### src/rtl/spi_controller_if.sv
// Host-side request/status bundle for spi_controller: start/addr/data in, busy/done/err out.
interface spi_controller_if;
  logic       start;
  logic [6:0] addr;
  logic [7:0] data;
  logic       busy;
  logic       done;
  logic       err;

  modport master (output start, addr, data, input busy, done, err);
  modport slave  (input start, addr, data, output busy, done, err);
endinterface

### src/rtl/spi_controller.sv
// SPI mode-0 initiator sending 16-bit write frames {1'b1, addr[6:0], data[7:0]} MSB first.
// Define SPI_CTRL_ADDR_CHECK_EN to reject addresses above MAX_ADDR with an err pulse.
module spi_controller #(
  parameter int unsigned CLK_DIV  = 4,
  parameter int unsigned CS_GAP   = 4,
  parameter int unsigned MAX_ADDR = 4
) (
  input  logic            clk,
  input  logic            rst_n,
  spi_controller_if.slave bus,
  output logic            sclk,
  output logic            ncs,
  output logic            copi
);

  localparam int unsigned PH_MAX = (CLK_DIV > CS_GAP) ? CLK_DIV : CS_GAP;
  localparam int unsigned CW     = $clog2(PH_MAX);
  localparam logic [CW-1:0] DIV_LAST = CW'(CLK_DIV - 1);
  localparam logic [CW-1:0] GAP_LAST = CW'(CS_GAP - 1);

  // Shorter phases would outrun the peripheral's 3-flop input synchroniser.
  if (CLK_DIV < 4 || CS_GAP < 4 || MAX_ADDR > 127) begin : g_param_check
    $error("spi_controller: CLK_DIV/CS_GAP must be >= 4 and MAX_ADDR <= 127");
  end

  typedef enum logic [2:0] {IDLE, SETUP, HIGH, LOW, HOLD, GAP} state_t;

  state_t        state;
  logic [CW-1:0] ph_cnt;
  logic [3:0]    bit_cnt;
  logic [15:0]   shreg;
  logic          busy_q;
  logic          done_q;

`ifdef SPI_CTRL_ADDR_CHECK_EN
  localparam logic [6:0] ADDR_LIMIT = 7'(MAX_ADDR);
  logic err_q;
  assign bus.err = err_q;
`else
  assign bus.err = 1'b0;
`endif

  assign bus.busy = busy_q;
  assign bus.done = done_q;

  always_ff @(posedge clk) begin
    if (!rst_n) begin
      state   <= IDLE;
      ph_cnt  <= '0;
      bit_cnt <= '0;
      shreg   <= '0;
      sclk    <= 1'b0;
      ncs     <= 1'b1;
      copi    <= 1'b0;
      busy_q  <= 1'b0;
      done_q  <= 1'b0;
`ifdef SPI_CTRL_ADDR_CHECK_EN
      err_q   <= 1'b0;
`endif
    end else begin
      done_q <= 1'b0;
`ifdef SPI_CTRL_ADDR_CHECK_EN
      err_q  <= 1'b0;
`endif
      case (state)
        IDLE: begin
          ph_cnt  <= '0;
          bit_cnt <= '0;
          if (bus.start && !busy_q) begin
`ifdef SPI_CTRL_ADDR_CHECK_EN
            if (bus.addr > ADDR_LIMIT) begin
              err_q <= 1'b1;
            end else begin
              shreg  <= {1'b1, bus.addr, bus.data};
              ncs    <= 1'b0;
              copi   <= 1'b1;
              busy_q <= 1'b1;
              state  <= SETUP;
            end
`else
            // The write flag is always the first bit on the wire.
            shreg  <= {1'b1, bus.addr, bus.data};
            ncs    <= 1'b0;
            copi   <= 1'b1;
            busy_q <= 1'b1;
            state  <= SETUP;
`endif
          end
        end

        SETUP: begin
          if (ph_cnt == DIV_LAST) begin
            ph_cnt <= '0;
            sclk   <= 1'b1;
            state  <= HIGH;
          end else begin
            ph_cnt <= ph_cnt + 1'b1;
          end
        end

        HIGH: begin
          if (ph_cnt == DIV_LAST) begin
            ph_cnt  <= '0;
            sclk    <= 1'b0;
            bit_cnt <= bit_cnt + 1'b1;
            if (bit_cnt == 4'd15) begin
              state <= HOLD;
            end else begin
              // Next bit goes out on the falling edge, a full phase before the next rise.
              shreg <= {shreg[14:0], 1'b0};
              copi  <= shreg[14];
              state <= LOW;
            end
          end else begin
            ph_cnt <= ph_cnt + 1'b1;
          end
        end

        LOW: begin
          if (ph_cnt == DIV_LAST) begin
            ph_cnt <= '0;
            sclk   <= 1'b1;
            state  <= HIGH;
          end else begin
            ph_cnt <= ph_cnt + 1'b1;
          end
        end

        HOLD: begin
          if (ph_cnt == DIV_LAST) begin
            ph_cnt <= '0;
            ncs    <= 1'b1;
            copi   <= 1'b0;
            state  <= GAP;
          end else begin
            ph_cnt <= ph_cnt + 1'b1;
          end
        end

        GAP: begin
          if (ph_cnt == GAP_LAST) begin
            ph_cnt <= '0;
            busy_q <= 1'b0;
            done_q <= 1'b1;
            state  <= IDLE;
          end else begin
            ph_cnt <= ph_cnt + 1'b1;
          end
        end

        default: state <= IDLE;
      endcase
    end
  end

endmodule

### src/flat_wrapper.sv
// flat-port wrapper written by rule: the top's interface ports become plain ports
module spi_controller_flat 
#(
  parameter int unsigned CLK_DIV  = 4,
  parameter int unsigned CS_GAP   = 4,
  parameter int unsigned MAX_ADDR = 4
)
  (clk, rst_n, sclk, ncs, copi, bus_start, bus_addr, bus_data, bus_busy, bus_done, bus_err);
  spi_controller_if bus_i ();
  input  logic clk;
  input  logic rst_n;
  output logic sclk;
  output logic ncs;
  output logic copi;
  input wire logic [$bits(bus_i.start)-1:0] bus_start;
  input wire logic [$bits(bus_i.addr)-1:0] bus_addr;
  input wire logic [$bits(bus_i.data)-1:0] bus_data;
  output wire logic [$bits(bus_i.busy)-1:0] bus_busy;
  output wire logic [$bits(bus_i.done)-1:0] bus_done;
  output wire logic [$bits(bus_i.err)-1:0] bus_err;
  assign bus_i.start = bus_start;
  assign bus_i.addr = bus_addr;
  assign bus_i.data = bus_data;
  assign bus_busy = bus_i.busy;
  assign bus_done = bus_i.done;
  assign bus_err = bus_i.err;
  spi_controller #(.CLK_DIV(CLK_DIV), .CS_GAP(CS_GAP), .MAX_ADDR(MAX_ADDR)) u_core (.clk(clk), .rst_n(rst_n), .bus(bus_i), .sclk(sclk), .ncs(ncs), .copi(copi));
endmodule
### config.mk
export PLATFORM = sky130hd
export DESIGN_NAME = spi_controller_flat
export DESIGN_NICKNAME = d
export VERILOG_FILES = /design/src/rtl/spi_controller_if.sv /design/src/rtl/spi_controller.sv /design/src/flat_wrapper.sv
export SDC_FILE = /design/constraint.sdc
export NUM_CORES = 1
export LEC_CHECK = 0
export CORE_UTILIZATION = 40
export CTS_CLUSTER_DIAMETER = 100
export DETAILED_ROUTE_END_ITERATION = 12
export PLACE_DENSITY_LB_ADDON = 0.05
export RECOVER_POWER = 25
export SLEW_MARGIN = 20
export SYNTH_ARGS = -nofsm -noshare
export SYNTH_HDL_FRONTEND = slang
export SYNTH_SLANG_ARGS = --single-unit
### constraint.sdc
create_clock -name clk -period 3.78 [get_ports clk]
set_input_delay 0.567 -clock clk [delete_from_list [all_inputs] [get_ports clk]]
set_output_delay 0.567 -clock clk [all_outputs]
set_load 0.02 [all_outputs]
==> flow_metrics.tcl, run 1 <==
set metrics [dict create \
    grt_overflow 0 \
    nFillCells 368 \
    synth.distinct_cells 39 \
    clk_latency_ns 0.29 \
    ys_warn_count 0 \
    die-area_um2 4030 \
    fin_tns_setup_ns 0 \
    clockRootBuffer "clkbuf_8" \
    startpoint_type "input pin" \
    r2r.worst_path.cells 5 \
    finalClockSkew_ns 0.00663 \
    crit_chain "clkdlybuf4s50_1 -> or3b_1 -> o22ai_4 -> nand2_1 -> o211a_1" \
    ys_async_sr_fraction 0 \
    syn-instance-count 160 \
    rr_endpoint "u_core.shreg[6]$_SDFFE_PN0P_" \
    crit_fanout 29 \
    hold_end "u_core.ph_cnt[1]$_SDFFE_PN0P_" \
    final_antenna_net_count 0 \
    reg2reg_from "u_core.ph_cnt[0]$_SDFFE_PN0P_" \
    drv_cap 0 \
    grt_pass1_vias 1170 \
    worst_pin_slew_ns 0.952 \
    post_synth.cell_area_avg_um2 9.45 \
    avgRoutedWirePerCell_um 12.9 \
    netlist.area_leader.share 0.384 \
    hp-class "register to register" \
    synthTopCellsByCount "dfxtp_1, nand2_1, mux2i_1, o211a_1, o21ai_0" \
    slew_viol_final 0 \
    cts_resized 0 \
    synth_edf_count 0 \
    ir_worst_vdd_mv 0.259 \
    cts_setup_buffers 0 \
    p_per_area_nw_per_um2 398 \
    critPathCaptureType "register" \
    num_vias 1211 \
    clk_pin_slew_ns 0.07 \
    track_usage 0.160 \
    rsz0062_at_grt "false" \
    p_leak_nw 0.761 \
    final_nets 197 \
    timing.final.crit_share 0.600 \
    start_util 0.436 \
    synthToLayoutAreaGrowth_pct 18.4 \
    synth_top_cell_by_area "dfxtp_1" \
    min_period_ns 2.27 \
    hp-start "u_core.ph_cnt[1]$_SDFFE_PN0P_" \
    synthesis.area_um2 1510 \
    clock_path_buffers 2 \
    yosysSeqAreaShare 0.384 \
    critical_path_arrival_ns 2.44 \
    cp_data_required_time_ns 3.96 \
    die_h_um 63.5 \
    synth.most_common_cell "dfxtp_1" \
    slowest_stage "o22ai_4" \
    core_area_um2 3470 \
    fmax_mhz 441 \
    synthesis.nets 181 \
    io_buffers 22 \
    cts_buffers 5 \
    drc 0 \
    slowest_delay_ns 0.59 \
    ys_seq_elements 29 \
    antenna_found_initial 0 \
    min_delay_path_depth 2 \
    clock_sinks 29 \
    finalWirelength_um 2880 \
    io_pins 24 \
    diodes 0 \
    cts_tree "yes" \
    crit_type "input pin to register" \
    pre_cts_ws_ns 1.22 \
    slew_headroom 0.364 \
    outcome "finished clean" \
    setup_violations 0 \
    grt_pass1_wl_um 4930 \
    ctsHoldBuffers 0 \
    reg2reg_setup_slack_ns 1.60 \
    vias_per_cell 5.43 \
    rows 21 \
    grt_max_degree 30 \
    final-hold-violation-count 0 \
    fin_ws_ns 1.51 \
    drt_first_pass_iters 4 \
    dp_hpwl_um 1970 \
    drt_iter0_markers 38 \
    gp_congestion 0.751 \
    synth_ff_type "dfxtp_1" \
    ys_top_cells_by_area "dfxtp_1, mux2i_1, o211a_1, nand2_1, buf_6" \
    drive_above_1_share 0.0621 \
    die_w_um 63.5 \
    htreeDepth 2 \
]
==> per-stage QoR <==
stage / utilization / instance area [µm²] / power [mW] / hold slack [ns] / cells
2_1_floorplan: - / 1510 / 0.414 / 0.447 / 160
4_1_cts: 0.516 / 1790 / 0.722 / 0.483 / 223
3_5_place_dp: 0.487 / 1690 / 0.438 / 0.474 / 215
6_report: 0.516 / 1790 / 0.712 / 0.479 / 223
3_3_place_gp: 0.487 / 1690 / 0.434 / 0.463 / 215
5_1_grt: 0.516 / 1790 / 0.744 / 0.502 / 223
==> worst max path at each step <==
stage | from | endpoint | slack, ns | depth (start not counted)
after detailed placement | bus_start | u_core.shreg[0]$_SDFFE_PN0P_ | 1.22 | 5
final | bus_start | u_core.shreg[6]$_SDFFE_PN0P_ | 1.51 | 5
after floorplan | bus_start | u_core.shreg[10]$_SDFFE_PN0P_ | 2.08 | 6
after global placement | bus_start | u_core.shreg[0]$_SDFFE_PN0P_ | 1.29 | 5
after global routing | bus_start | u_core.shreg[0]$_SDFFE_PN0P_ | 1.41 | 5
after CTS | bus_start | u_core.shreg[0]$_SDFFE_PN0P_ | 1.52 | 5
==> power by group <==
group / switching, mW / internal [mW]
clock: 0.118 / 0.164
sequential: 0.0136 / 0.327
combinational: 0.0407 / 0.0479
total: 0.172 / 0.539
==> cell type report <==
cell class | count | area (µm²) | area share
Clock buffer | 7 | 96.3 | 0.0538
Clock inverter | 1 | 5.00 | 0.00280
Inverter | 4 | 15.0 | 0.00839
Multi-Input combinational cell | 114 | 816 | 0.456
Sequential cell | 29 | 581 | 0.324
Tap cell | 46 | 57.6 | 0.0321
Timing Repair Buffer | 22 | 220 | 0.123
==> logic make-up (layout without fill, tap and decap cells) <==
logic type / count (synthesis) / in the layout / share of synthesized area
buffers and inverters: 17 / 34 / 0.0769
other: 1 / 1 / 0.00248
AO/OA/AOI/OAI: 42 / 42 / 0.221
adder cells (fa/ha/maj): 3 / 3 / 0.0248
AND/OR/NAND/NOR: 53 / 53 / 0.192
flip-flops: 29 / 29 / 0.384
multiplexers: 15 / 15 / 0.0993
==> layer usage <==
layer / vias to the layer above / GRT usage / routed length, µm
li1: 609 / - / -
met1: 570 / 0.162 / 1300
met2: 24 / 0.279 / 1390
met3: 8 / 0.0453 / 104
met4: 0 / 0.116 / 80
met5: - / 0 / 0
==> critical path: cells and delay by family <==
family / cells / cell delay (ns)
and+or+nand+nor: 2 / 0.61
AOI/OAI and AO/OA: 2 / 0.77
buffers and inverters: 1 / 0.48
==> state kept, by name, summed over array words and instances (netlist names) <==
name and cells:
u_core.bit_cnt 4, u_core.ncs 1, u_core.sclk 1, u_core.bus.busy 1, u_core.bus.done 1, u_core.state 3
u_core.shreg 15, u_core.ph_cnt 2, u_core.copi 1
==> layout by cell type, fill, tap and decap left out, drive strengths merged, types with 2 or more instances in the layout <==
cell type,count
nor2,3
a21oi,3
clkdlybuf4s50,21
or3b,2
nor3b,3
mux2i,15
nand3,3
a21boi,3
inv,4
o211a,15
a31oi,3
clkbuf,7
nand2,22
and2,2
o22ai,2
ha,3
o21ai,9
and3,3
dfxtp,29
o21a,3
nor2b,8
(Power assumes the default switching activity.)
==> run 2: changes to the inputs <==
==> constraint.sdc (replaced) <==
create_clock -name clk -period 2.12 [get_ports clk]
set_input_delay 0.318 -clock clk [delete_from_list [all_inputs] [get_ports clk]]
set_output_delay 0.318 -clock clk [all_outputs]
set_load 0.02 [all_outputs]
==> run 2 against run 1 <==
Against the previous run: non-clock buffer count increased by 4; utilization grew 1.1 points; largest cell class unchanged; count of clock-buffer cells in the layout stayed put; worst setup slack worse by 1.1 ns; critical path depth did not move; worst hold slack worse by 0.0013 ns; largest power group unchanged; die area did not move; combinational power rose by 88%; clock skew increased by 0.00080 ns; design area up 2.2%; wire length decreased by 1.6%; critical endpoint is now u_core.copi$_SDFFE_PN0P_; global-route usage fell by 0.54 points.
==> flow_metrics.tcl, run 2 (same netlist as run 1, synthesis figures left out) <==
set metrics [dict create \
    nFillCells 351 \
    avgRoutedWirePerCell_um 12.5 \
    largest_reg_flops 15 \
    clock_path_buffers 2 \
    cts_buffers 5 \
    final_nets 201 \
    hp-class "register to register" \
    final_antenna_net_count 0 \
    clockRootBuffer "clkbuf_8" \
    final_common_cell "dfxtp_1" \
    multi_input_area_um2 816 \
    min_period_ns 1.74 \
    grt_overflow 0 \
    start_util 0.436 \
    critical_path_arrival_ns 1.91 \
    fin_ws_ns 0.379 \
    slowest_delay_ns 0.41 \
    startpoint_type "register" \
    crit_chain "ha_1 -> clkbuf_1 -> nand2_1 -> a311o_1 -> o211a_1" \
    rsz0062_at_grt "false" \
    final_cells 227 \
    core_area_um2 3470 \
    grt_max_degree 29 \
    fmax_mhz 574 \
    critPathCaptureType "register" \
    gp_congestion 0.811 \
    fin_util 0.527 \
    drive_above_1_share 0.0773 \
    drt_first_pass_iters 4 \
    cts_setup_buffers 0 \
    die_w_um 63.5 \
    crit_type "register to register" \
    slowest_stage "clkbuf_1" \
    timing.final.crit_share 0.821 \
    synthToLayoutAreaGrowth_pct 20.9 \
    register_area_um2 581 \
    diodes 0 \
    cts_resized 0 \
    slew_headroom 0.665 \
    dp_hpwl_um 2030 \
    final-hold-violation-count 0 \
    io_buffers 22 \
    grt_pass1_vias 1131 \
    ir_worst_vdd_mv 0.452 \
    stdcell_area_um2 1830 \
    worst_pin_slew_ns 0.502 \
    io_pins 24 \
    clk_latency_ns 0.28 \
    p_leak_nw 0.784 \
    finalClockSkew_ns 0.00743 \
    cts_tree "yes" \
    die_h_um 63.5 \
    num_vias 1193 \
    vias_per_cell 5.26 \
    finalWirelength_um 2830 \
    slew_viol_final 0 \
    p_total_mw 1.27 \
    placed_area_um2 1730 \
    die-area_um2 4030 \
    ctsHoldBuffers 0 \
    outcome "finished clean" \
    path_buf_inv 1 \
    drt_iter0_markers 62 \
    drv_cap 0 \
    grt_pass1_wl_um 4770 \
    clk_pin_slew_ns 0.06 \
    pre_cts_ws_ns 0.147 \
    rows 21 \
    antenna_found_initial 0 \
    crit_fanout 12 \
    p_per_area_nw_per_um2 694 \
    fin_tns_setup_ns 0 \
    track_usage 0.155 \
    htreeDepth 2 \
    holdWs_ns 0.478 \
    crit_family "compound AO/OA/AOI/OAI gates" \
    drc 0 \
    final_cell_mix "dfxtp_1, nand2_1, clkdlybuf4s50_1" \
    largestRegisters "u_core.shreg x15, u_core.bit_cnt x4, u_core.state x3" \
    dp_cells 219 \
    clock_sinks 29 \
    top_register "u_core.shreg" \
    setup_violations 0 \
    cp_data_required_time_ns 2.29 \
]
[run 2: cell types whose count changed in the layout (fill, tap and decap cells not counted)]
| cell | previous run | this run |
|---|---|---|
| clkbuf_1 | 0 | 1 |
| and2_0 | 0 | 1 |
| buf_12 | 0 | 1 |
| buf_4 | 0 | 2 |
| and2_1 | 2 | 1 |
[run 2: worst paths after layout]
path / start / endpoint / slack, ns / cells past startpoint
setup / recovery: u_core.ph_cnt[0]$_SDFFE_PN0P_ / u_core.copi$_SDFFE_PN0P_ / 0.38 / 5
hold / removal: u_core.ph_cnt[1]$_SDFFE_PN0P_ / u_core.ph_cnt[1]$_SDFFE_PN0P_ / 0.48 / 2
setup reg to reg: u_core.ph_cnt[0]$_SDFFE_PN0P_ / u_core.copi$_SDFFE_PN0P_ / 0.38 / 5
hold reg to reg: u_core.ph_cnt[1]$_SDFFE_PN0P_ / u_core.ph_cnt[1]$_SDFFE_PN0P_ / 0.48 / 2
[run 2: report_power, final]
group | leakage (nW) | total (mW) | internal [mW] | switching, mW
clock | 0.0542 | 0.494 | 0.293 | 0.201
combinational | 0.491 | 0.166 | 0.0937 | 0.0727
sequential | 0.238 | 0.609 | 0.584 | 0.0249
[run 2: final cells by class]
| cell class | count | area share |
|---|---|---|
| Multi-Input combinational cell | 114 | 0.446 |
| Sequential cell | 29 | 0.317 |
| Timing Repair Buffer | 26 | 0.142 |
| Clock buffer | 7 | 0.0527 |
| Tap cell | 46 | 0.0315 |
| Inverter | 4 | 0.00821 |
| Clock inverter | 1 | 0.00274 |
[run 2: per-layer routing]
metal,vias to the layer above,share of wire,GRT usage
met3,4,0.036,0.0471
met2,20,0.52,0.281
met4,0,0.011,0.111
li1,611,-,-
met1,558,0.43,0.146
met5,-,0,0
[run 2: tightest hold or removal path: stages (launching register included)]
cell	delay, ns
dfxtp_1	0.32
nand2_1	0.05
a21boi_0	0.06
